## config.mk

```make
export PLATFORM = sky130hd
export DESIGN_NAME = button_debouncer_flat
export DESIGN_NICKNAME = d
export VERILOG_FILES = /design/src/rtl/button_debouncer_if.sv /design/src/rtl/button_debouncer.sv /design/src/flat_wrapper.sv
export SDC_FILE = /design/constraint.sdc
export NUM_CORES = 1
export LEC_CHECK = 0
export ABC_AREA = 0
export CORE_MARGIN = 3
export CORE_UTILIZATION = 57
export DETAILED_ROUTE_END_ITERATION = 8
export PLACE_DENSITY = 0.76
export REMOVE_ABC_BUFFERS = 1
export SYNTH_ARGS = -nofsm -noshare
export SYNTH_HDL_FRONTEND = slang
export SYNTH_SLANG_ARGS = --single-unit
```

## constraint.sdc

```tcl
create_clock -name clock -period 2.1 [get_ports clock]
set_input_delay 0.315 -clock clock [delete_from_list [all_inputs] [get_ports clock]]
set_output_delay 0.315 -clock clock [all_outputs]
set_load 0.01 [all_outputs]
```

## src/rtl/button_debouncer_if.sv

```systemverilog
// Push-button bundle between raw switch inputs and the debounced event outputs.
interface button_debouncer_if #(
    parameter int unsigned N_BTN = 3
);
    logic [N_BTN-1:0] btn_raw_n;
    logic [N_BTN-1:0] btn_level;
    logic [N_BTN-1:0] btn_press;
    logic [N_BTN-1:0] btn_release;
    logic             busy;

    modport master (
        output btn_raw_n,
        input  btn_level,
        input  btn_press,
        input  btn_release,
        input  busy
    );

    modport slave (
        input  btn_raw_n,
        output btn_level,
        output btn_press,
        output btn_release,
        output busy
    );
endinterface

```

## src/rtl/button_debouncer.sv

```systemverilog
// Multi-channel push-button debouncer: two-flop synchroniser, then a per-channel
// stability-counting FSM producing a registered level and one-cycle press/release pulses.
module button_debouncer #(
    parameter int unsigned N_BTN        = 3,
    parameter int unsigned CNT_WIDTH    = 16,
    parameter int unsigned STABLE_COUNT = 50000
) (
    input logic               clock,
    input logic               reset,
    button_debouncer_if.slave bus
);
    typedef enum logic [1:0] {
        StReleased,
        StWaitPress,
        StPressed,
        StWaitRelease
    } state_e;

    localparam logic [CNT_WIDTH-1:0] CntLast = CNT_WIDTH'(STABLE_COUNT - 1);
    localparam logic [CNT_WIDTH-1:0] CntOne  = CNT_WIDTH'(1);

    logic [N_BTN-1:0] sync1_q;
    logic [N_BTN-1:0] sync2_q;
    logic [N_BTN-1:0] level;
    logic [N_BTN-1:0] press_q;
    logic [N_BTN-1:0] release_q;
    logic [N_BTN-1:0] cnt_nz;

    // Idle level of an active-low button is 1, so reset the synchroniser high.
    always_ff @(posedge clock or posedge reset) begin
        if (reset) begin
            sync1_q <= '1;
            sync2_q <= '1;
        end else begin
            sync1_q <= bus.btn_raw_n;
            sync2_q <= sync1_q;
        end
    end

    for (genvar i = 0; i < N_BTN; i++) begin : g_chan
        state_e               state_q, state_d;
        logic [CNT_WIDTH-1:0] cnt_q, cnt_d;
        logic                 press_d, release_d;
        logic                 sync_n;

        assign sync_n = sync2_q[i];

        always_ff @(posedge clock or posedge reset) begin
            if (reset) begin
                state_q      <= StReleased;
                cnt_q        <= '0;
                press_q[i]   <= 1'b0;
                release_q[i] <= 1'b0;
            end else begin
                state_q      <= state_d;
                cnt_q        <= cnt_d;
                press_q[i]   <= press_d;
                release_q[i] <= release_d;
            end
        end

        always_comb begin
            state_d   = state_q;
            cnt_d     = cnt_q;
            press_d   = 1'b0;
            release_d = 1'b0;
            case (state_q)
                StReleased: begin
                    if (!sync_n) begin
                        state_d = StWaitPress;
                        cnt_d   = CntOne;
                    end else begin
                        cnt_d = '0;
                    end
                end
                StWaitPress: begin
                    if (sync_n) begin
                        state_d = StReleased;
                        cnt_d   = '0;
                    end else if (cnt_q == CntLast) begin
                        state_d = StPressed;
                        cnt_d   = '0;
                        press_d = 1'b1;
                    end else begin
                        cnt_d = cnt_q + CntOne;
                    end
                end
                StPressed: begin
                    if (sync_n) begin
                        state_d = StWaitRelease;
                        cnt_d   = CntOne;
                    end else begin
                        cnt_d = '0;
                    end
                end
                StWaitRelease: begin
                    if (!sync_n) begin
                        state_d = StPressed;
                        cnt_d   = '0;
                    end else if (cnt_q == CntLast) begin
                        state_d   = StReleased;
                        cnt_d     = '0;
                        release_d = 1'b1;
                    end else begin
                        cnt_d = cnt_q + CntOne;
                    end
                end
                default: begin
                    state_d = StReleased;
                    cnt_d   = '0;
                end
            endcase
        end

        assign level[i]  = (state_q == StPressed) || (state_q == StWaitRelease);
        assign cnt_nz[i] = (cnt_q != '0);
    end

    assign bus.btn_level   = level;
    assign bus.btn_press   = press_q;
    assign bus.btn_release = release_q;
    assign bus.busy        = |cnt_nz;
endmodule

```

## src/flat_wrapper.sv

```systemverilog
// flat-port wrapper written by rule: the top's interface ports become plain ports
module button_debouncer_flat 
#(
    parameter int unsigned N_BTN        = 3,
    parameter int unsigned CNT_WIDTH    = 16,
    parameter int unsigned STABLE_COUNT = 50000
)
  (clock, reset, bus_btn_raw_n, bus_btn_level, bus_btn_press, bus_btn_release, bus_busy);
  button_debouncer_if #(.N_BTN(N_BTN)) bus_i ();
  input logic clock;
  input logic reset;
  input wire logic [$bits(bus_i.btn_raw_n)-1:0] bus_btn_raw_n;
  output wire logic [$bits(bus_i.btn_level)-1:0] bus_btn_level;
  output wire logic [$bits(bus_i.btn_press)-1:0] bus_btn_press;
  output wire logic [$bits(bus_i.btn_release)-1:0] bus_btn_release;
  output wire logic [$bits(bus_i.busy)-1:0] bus_busy;
  assign bus_i.btn_raw_n = bus_btn_raw_n;
  assign bus_btn_level = bus_i.btn_level;
  assign bus_btn_press = bus_i.btn_press;
  assign bus_btn_release = bus_i.btn_release;
  assign bus_busy = bus_i.busy;
  button_debouncer #(.N_BTN(N_BTN), .CNT_WIDTH(CNT_WIDTH), .STABLE_COUNT(STABLE_COUNT)) u_core (.clock(clock), .reset(reset), .bus(bus_i));
endmodule
```

==> flow_summary.json <==
{
  "holdCritPathClass": "reg2reg",
  "synth_area_leaders": "dfrtp_1 47%, xnor2_1 11%, nor2_1 6.7%",
  "cp.required_ns": 1.78,
  "syn_inst": 313,
  "grt_max_degree": 67,
  "fin_util_pct": 74.0,
  "routabilityCongestion": 0.822,
  "wl_per_cell_microns": 14.9,
  "final-max-slew-violation-count": 0,
  "grt_pass1_vias": 2425,
  "clkSinkCount": 66,
  "synth_area_leader_cell": "dfrtp_1",
  "n_antenna_cell": 0,
  "vias": 2394,
  "fillers": 385,
  "synth.distinct_cells": 31,
  "async_flop_share_pct": 100,
  "final_area_sq_um": 3930,
  "synth_xor_area_share_pct": 12.2,
  "fmax_mhz": 506,
  "drt_iter0_drc": 99,
  "cts_buffers": 9,
  "synth_top_family_by_area": "simple AND/OR/NAND/NOR gates",
  "layout_min_cycle_time_ns": 1.97,
  "skew_ns": 0.00778,
  "synthFlopType": "dfrtp_1",
  "syn_area_sq_um": 3230,
  "synth-compound-area-share_pct": 1.32,
  "clockBufferDepth": 2,
  "syn_area_per_cell_sq_um": 10.3,
  "fp.dieH_microns": 81.2,
  "grt_pass1_wl_microns": 11100,
  "synth_edf_count": 0,
  "slew_headroom_pct": 76.4,
  "placed_cell_area_sq_um": 3640,
  "hold_viol": 0,
  "ant_nets": 0,
  "layout_commonest_cell": "dfrtp_1",
  "layout_common_cells": "60 x dfrtp_1, 58 x nor2_1, 39 x xnor2_1, 32 x buf_4, 19 x nand3_1",
  "layout.nets": 374,
  "antenna_found_initial": 0,
  "synth-simple-area-share_pct": 28.7,
  "path_class": "reg2out",
  "synth.ff_latch_count": 66,
  "worstSetupEndpointType": "output pin",
  "powerDensity_nw_per_um2": 630,
  "track_usage_pct": 22.1,
  "die_w_microns": 81.2,
  "wl_microns": 6550,
  "yosysTopAreaCellShare_pct": 46.5,
  "fp.coreArea_sq_um": 5300,
  "place_inst": 419,
  "dp_hpwl_microns": 4540,
  "drt-vias-per-instance": 5.47,
  "yosysWarnings": 0,
  "cts.htree.levels": 3,
  "status": "completed",
  "cp_max_fo": 4,
  "max-cap-violations": 0,
  "cts_hold_buf": 0,
  "area_growth_pct": 21.7,
  "num_rows": 26,
  "cts_root_buf": "clkbuf_8",
  "cts_tree": "built",
  "remaining_drc_errors": 0,
  "dieArea_sq_um": 6600,
  "final.setup.tns_ns": 0,
  "tightest_slew_ns": 0.352,
  "yosys.area_share.adder_pct": 2.33,
  "crit_arrival_ns": 1.66,
  "numPortBuffers": 14,
  "synth-seq-area-share_pct": 51.4,
  "dr.pass1.iters": 4,
  "finalCritPeriodShare_pct": 94.0,
  "start_kind": "flop",
  "insertion_delay_ns": 0.33,
  "final_cells": 438,
  "grt-ovfl-total": 0,
  "cts.clk_slew.worst_paths_ns": 0.07,
  "peakVddDrop_uv": 614,
  "rsz0062_at_grt": "no",
  "drive_above_1_share_pct": 20.7,
  "hold_ws_ns": 0.356,
  "initial_core_util_pct": 60.9,
  "setup_violations": 0,
  "synthMuxAreaShare_pct": 0.310,
  "p_leak_nw": 1.64,
  "io_pins": 15
}
## logic make-up (layout without fill, tap and decap cells)
logic type,Yosys count,in the layout
XOR/XNOR,45,45
adder cells (fa/ha/maj),6,6
AO/OA/AOI/OAI,6,6
buffers and inverters,27,82
AND/OR/NAND/NOR,162,162
multiplexers,1,1
flip-flops,66,66
## worst max-delay path, stage by stage (launching register included)
cell and delay [ns]:
dfrtp_1 0.42, nor4_2 0.35, nor4b_4 0.28, nand3_1 0.12, buf_2 0.16
## Yosys cell counts, drive strengths merged, types with 3 or more instances
| library cell | instances |
|---|---|
| nor4 | 17 |
| dfrtp | 60 |
| nor3 | 16 |
| ha | 6 |
| nor2 | 58 |
| nand3 | 20 |
| inv | 19 |
| nor4b | 8 |
| buf | 3 |
| nand2 | 18 |
| xor2 | 6 |
| and4 | 4 |
| and2 | 3 |
| and3 | 3 |
| xnor2 | 39 |
| clkbuf | 5 |
| dfstp | 6 |
| nand4 | 15 |
## flip-flops by register name, indices dropped and copies added, names as in the netlist, named ones only
register	flops
u_core.bus.btn_press	3
u_core.g_chan.state_q	3
u_core.sync2_q	3
u_core.bus.btn_release	3
u_core.g_chan.cnt_q	48
u_core.sync1_q	3
## layout make-up
| type | instances | area [sq um] | share of cell area (%) |
|---|---|---|---|
| timing repair buffer | 47 | 395 | 10.1 |
| tap | 70 | 87.6 | 2.23 |
| inverter | 19 | 71.3 | 1.82 |
| clock inverter | 2 | 35.0 | 0.892 |
| sequential | 66 | 1660 | 42.3 |
| multi-input combinational | 220 | 1520 | 38.6 |
| clock buffer | 14 | 163 | 4.14 |
## power breakdown
group | internal (mW) | switching, mW | leakage (nW)
sequential | 1.29 | 0.0117 | 0.888
clock | 0.613 | 0.436 | 0.101
combinational | 0.0513 | 0.0698 | 0.650
total | 1.96 | 0.517 | 1.64
## through the flow
stage	setup WS (ns)	total power, mW
2_1_floorplan	0.140	1.39
3_3_place_gp	0.0716	1.44
3_5_place_dp	-0.0321	1.44
4_1_cts	0.00684	2.51
5_1_grt	0.0229	2.57
6_report	0.125	2.47
## final timing paths
path | start | endpoint | slack [ns] | depth (start not counted)
worst max-delay path | u_core.g_chan[1].cnt_q[10] | bus_busy | 0.13 | 4
worst min-delay path | u_core.sync1_q[1] | u_core.sync2_q[1] | 0.36 | 0
worst max register to register | u_core.g_chan[1].cnt_q[0] | u_core.g_chan[1].cnt_q[5] | 0.33 | 6
worst min register to register | u_core.sync1_q[1] | u_core.sync2_q[1] | 0.36 | 0
max in group asynchronous | reset | u_core.sync1_q[1] | 1.40 | 3
min in group asynchronous | reset | u_core.g_chan[0].cnt_q[6] | 0.38 | 3
## routing by layer
metal / wire length [microns] / part of all wire, % / vias up / track usage [%]
li1: - / - / 1163 / -
met1: 3000 / 46 / 1187 / 27.9
met2: 3290 / 50 / 36 / 36.5
met3: 177 / 2.7 / 8 / 5.99
met4: 78 / 1.2 / 0 / 7.60
met5: 0 / 0 / - / 0
## repair_timing
item,4_1_cts,5_1_grt
endpoints found under the setup margin,1,1
gates resized for setup,9,4
pin swaps,2,1
cloned,0,0
setup buffers,2,1
Power figures use the tool's default switching activity.
